<file path="src/rtl/serial_adder.sv">
// Bit-serial adder: one operand bit pair per clock, LSB first, carry held in a flop.
// Result is published in parallel to Sum/Cout/Ovf only on the completing edge.
module serial_adder #(
    parameter int WIDTH = 4
) (
    input  logic             Clk,
    input  logic             Reset,
    input  logic             Start,
    input  logic [WIDTH-1:0] A,
    input  logic [WIDTH-1:0] B,
    input  logic             Cin,
    output logic             Busy,
    output logic             Done,
    output logic [WIDTH-1:0] Sum,
    output logic             Cout,
    output logic             Ovf,
    output logic [1:0]       State
);

    // Handshake: Start is accepted on any rising edge where the block is in
    // IDLE or DONE (Busy=0); Start while Busy is ignored. Done is a one-cycle
    // pulse marking the cycle in which Sum/Cout/Ovf first show a new result.

    localparam int CW = (WIDTH > 1) ? $clog2(WIDTH) : 1;
    localparam logic [CW-1:0] LAST = CW'(WIDTH - 1);

    typedef enum logic [1:0] {
        IDLE  = 2'd0,
        SHIFT = 2'd1,
        DONE  = 2'd2
    } state_t;

    state_t           state_q, state_d;
    logic [WIDTH-1:0] a_q, a_d;
    logic [WIDTH-1:0] b_q, b_d;
    logic             c_q, c_d;
    logic [WIDTH-1:0] sh_q, sh_d;
    logic [CW-1:0]    cnt_q, cnt_d;
    logic [WIDTH-1:0] sum_q, sum_d;
    logic             cout_q, cout_d;
    logic             ovf_q, ovf_d;

    logic             bit_s;
    logic             carry_n;
    logic [WIDTH-1:0] sh_next;

    // Same function as the single-bit fullAdder cell.
    assign bit_s   = a_q[0] ^ b_q[0] ^ c_q;
    assign carry_n = (a_q[0] & b_q[0]) | (c_q & (a_q[0] | b_q[0]));
    assign sh_next = {bit_s, sh_q[WIDTH-1:1]};

    always_comb begin
        state_d = state_q;
        a_d     = a_q;
        b_d     = b_q;
        c_d     = c_q;
        sh_d    = sh_q;
        cnt_d   = cnt_q;
        sum_d   = sum_q;
        cout_d  = cout_q;
        ovf_d   = ovf_q;
        case (state_q)
            IDLE, DONE: begin
                if (Start) begin
                    a_d     = A;
                    b_d     = B;
                    c_d     = Cin;
                    sh_d    = '0;
                    cnt_d   = '0;
                    state_d = SHIFT;
                end else begin
                    state_d = IDLE;
                end
            end
            SHIFT: begin
                a_d   = a_q >> 1;
                b_d   = b_q >> 1;
                c_d   = carry_n;
                sh_d  = sh_next;
                cnt_d = cnt_q + CW'(1);
                if (cnt_q == LAST) begin
                    // c_q here is the carry into the MSB, carry_n the carry out.
                    sum_d   = sh_next;
                    cout_d  = carry_n;
                    ovf_d   = c_q ^ carry_n;
                    state_d = DONE;
                end
            end
            default: state_d = IDLE;
        endcase
    end

    always_ff @(posedge Clk) begin
        if (Reset) begin
            state_q <= IDLE;
            a_q     <= '0;
            b_q     <= '0;
            c_q     <= 1'b0;
            sh_q    <= '0;
            cnt_q   <= '0;
            sum_q   <= '0;
            cout_q  <= 1'b0;
            ovf_q   <= 1'b0;
        end else begin
            state_q <= state_d;
            a_q     <= a_d;
            b_q     <= b_d;
            c_q     <= c_d;
            sh_q    <= sh_d;
            cnt_q   <= cnt_d;
            sum_q   <= sum_d;
            cout_q  <= cout_d;
            ovf_q   <= ovf_d;
        end
    end

    assign Busy  = (state_q == SHIFT);
    assign Done  = (state_q == DONE);
    assign Sum   = sum_q;
    assign Cout  = cout_q;
    assign Ovf   = ovf_q;
    assign State = state_q;

endmodule

</file>
<file path="config.mk">
export PLATFORM = sky130hd
export DESIGN_NAME = serial_adder
export DESIGN_NICKNAME = d
export VERILOG_FILES = /design/src/rtl/serial_adder.sv
export SDC_FILE = /design/constraint.sdc
export NUM_CORES = 1
export LEC_CHECK = 0
export CAP_MARGIN = 25
export CORE_MARGIN = 1.5
export CORE_UTILIZATION = 40
export CTS_CLUSTER_DIAMETER = 50
export DETAILED_ROUTE_END_ITERATION = 16
export GPL_TIMING_DRIVEN = 0
export HOLD_SLACK_MARGIN = 0.12
export PLACE_DENSITY = 0.67
export RECOVER_POWER = 25
export SYNTH_ARGS = -nofsm -noshare
export SYNTH_HDL_FRONTEND = slang
export SYNTH_SLANG_ARGS = --single-unit
</file>
<file path="constraint.sdc">
create_clock -name Clk -period 3.9 [get_ports Clk]
set_clock_uncertainty 0.15 [all_clocks]
set_input_delay 1.17 -clock Clk [delete_from_list [all_inputs] [get_ports Clk]]
set_output_delay 1.17 -clock Clk [all_outputs]
set_load 0.005 [all_outputs]
</file>
==> summary.md <==
| Metric | Value |
|---|---|
| Status | finished clean |
| Post-synth ARST share | 0% |
| First-pass GRT wire length | 2.98 mm |
| Type of origin of the critical path | register |
| Number of synthesized flops with an enable pin | 0 |
| Die Wd | 50.8 microns |
| Top-count cell post-synth | nand2_1 |
| Final Wtd Congestion | 0.733 |
| Tot GR Track Use | 15.4% |
| Fmax | 332 MHz |
| DRC | 0 |
| Crit-path max FO | 10 |
| Top-area cell type share of the netlist area | 48.3% |
| Slew headroom | 65.8% |
| Min-Delay Path Class | reg -> reg |
| CP required | 2580 ps |
| Synth cell count leaders | 26 x nand2_1, 22 x dfxtp_1, 13 x a21oi_1, 13 x nand3_1, 9 x nor2_1 |
| Synth unique cells | 20 |
| Final wirelength | 1.79 mm |
| R2r endpoint | b_q[0] |
| Initial antenna violation count | 0 |
| Period utilisation layout | 77.3% |
| Leakage | 0.436 nW |
| Max IR drop VDD | 0.189 mV |
| Initial drt markers | 18 |
| Share of layout cells above drive strength 1 | 6.77% |
| Largest net degree at the start of global routing | 12 |
| Crit Path Category | reg -> out |
| R2r startpoint | State[0] |
| R2r setup slk | 2350 ps |
| Max Buffers Root-to-Sink | 2 |
| Max-cap viol count | 0 |
| YS warnings | 0 |
| Area leader, netlist | dfxtp_1 |
| Inserted Clock Buffers | 3 |
| HPWL Detailed | 1.31 mm |
| Pwr Density | 349 nW/um^2 |
| Clk_lat worst skew | 300 ps |
| RSZ-0062 raised after global routing | false |
| Final Util | 53.7% |
| Critical path startpoint | State[0] |
| Final Hold Viols | 0 |
| Worst-path clk slew | 110 ps |
| Synth area leaders | dfxtp_1 48%, nand2_1 11%, a21oi_1 7.1%, nand3_1 7.1%, a311oi_1 6.7% |
| Setup bufs post-CTS | 0 |
| Nets | 149 |
| CTS root buf | clkbuf_4 |
| Die Footprint | 2580 sq um |
| Layout area overhead | 28.9% |
| Fin Setup TNS | 0 ps |
| DR vias | 780 |
| Clk sinks | 22 |
| Mapped Nets | 123 |
| Max-slew violation count | 0 |
| Vias in the first global route | 669 |
| Diode count | 0 |
| Chip Height | 50.8 microns |
| Worst setup endpoint | Busy |
| Hold Buf Count CTS | 0 |
| Drt via density | 4.84 |
| Synth Area per Inst | 8.37 sq um |
| CTS tree | done |
| Synth Flop Type | dfxtp_1 |
| Worst-Margin Slew | 512 ps |
| Core ar. | 2190 sq um |
| Port buffer count | 21 |
| Final Critical Period | 3010 ps |
| CTS resizes | 0 |
| Routed Antenna Nets | 0 |
| WL/cell | 11.1 microns |
| Htree depth | 1 |
| R2R depth | 4 |
| # setup viols final | 0 |
| Post-Synthesis Cells | 109 |
| DRT Pass-1 Iters | 4 |
| Seq cells post-synth | 22 |
| Critical path data arrival time | 1690 ps |
| Row cnt | 17 |
| Sequential area share after synthesis | 48.3% |
| Gr ovfl total | 0 |
| Critical path capture point type | output port |
| Initial Util | 41.6% |
| Ports | 22 |
| Syn Std Cell Area | 912 sq um |
## stage by stage
stage | power [W] | cell area (sq um) | hold slack [ps] | setup WS, ps | cells
3_3_place_gp | 0.000314 | 1160 | 292 | 1230 | 158
5_1_grt | 0.000436 | 1180 | 338 | 759 | 161
2_1_floorplan | 0.000290 | 912 | 294 | 1830 | 109
3_5_place_dp | 0.000316 | 1160 | 295 | 1230 | 158
4_1_cts | 0.000416 | 1180 | 312 | 876 | 161
6_report | 0.000410 | 1180 | 310 | 887 | 161
## worst min path at each step
stage / startpoint / endpoint / slack [ps] / cells after the start
after global routing: Cout / Cout / 340 / 2
after CTS: Ovf / Ovf / 310 / 2
final: Sum[3] / Sum[3] / 310 / 2
after floorplan: sh_q[1] / Sum[0] / 290 / 2
after detailed placement: Ovf / Ovf / 290 / 2
after global placement: Ovf / Ovf / 290 / 2
## layer usage
metal  vias up  GRT usage (%)  share of wire, %
met5         -              0                 0
met1       335           19.6                47
met3         4           2.68               4.2
li1        418              -                 -
met4         0           5.41              0.89
met2        23           26.1                48
## report_power, final
group	leakage (nW)	internal (W)	total, W	switching [W]
Combinational	0.243	0.0000322	0.0000650	0.0000328
Sequential	0.180	0.000236	0.000244	0.00000818
Clock	0.0138	0.0000360	0.000101	0.0000646
Total	0.436	0.000304	0.000410	0.000106
## critical path: stages, from the launching register on
cell	delay, ps
dfxtp_1	440
nand2b_1	150
inv_1	130
buf_4	170
clkdlybuf4s50_1	500
## cell usage in the layout, fill, tap and decap left out, types with 2 or more instances in the layout
master / netlist / final
nand2b_1: 2 / 2
buf_4: 3 / 2
nand3_1: 13 / 13
a21oi_1: 13 / 13
nand2_1: 26 / 26
a311oi_1: 7 / 7
dfxtp_1: 22 / 22
clkbuf_4: 0 / 3
nor2_1: 9 / 9
clkbuf_1: 2 / 3
clkdlybuf4s50_1: 0 / 20
buf_2: 2 / 2
## layout make-up
| class | count | area [sq um] |
|---|---|---|
| Tap cell | 28 | 35.0 |
| Fill cell | 217 | 1010 |
| Clock buffer | 3 | 22.5 |
| Multi-Input combinational cell | 78 | 417 |
| Inverter | 1 | 3.75 |
| Buffer | 8 | 47.5 |
| Timing Repair Buffer | 21 | 210 |
| Sequential cell | 22 | 440 |
## flip-flops by register name, indices dropped and copies added, names as in the netlist
register  flops
sh_q          3
b_q           4
Cout          1
a_q           4
cnt_q         2
Sum           4
State         2
c_q           1
Ovf           1
## logic make-up after synthesis
family	after synthesis	share of synthesized area, %
buffers and inverters	9	6.04
and+or+nand+nor	54	26.5
DFF	22	48.3
xor gates and xnor gates	1	0.960
adders and majority gates	2	3.57
AOI/OAI and AO/OA	21	14.7
(Power assumes the default switching activity.)
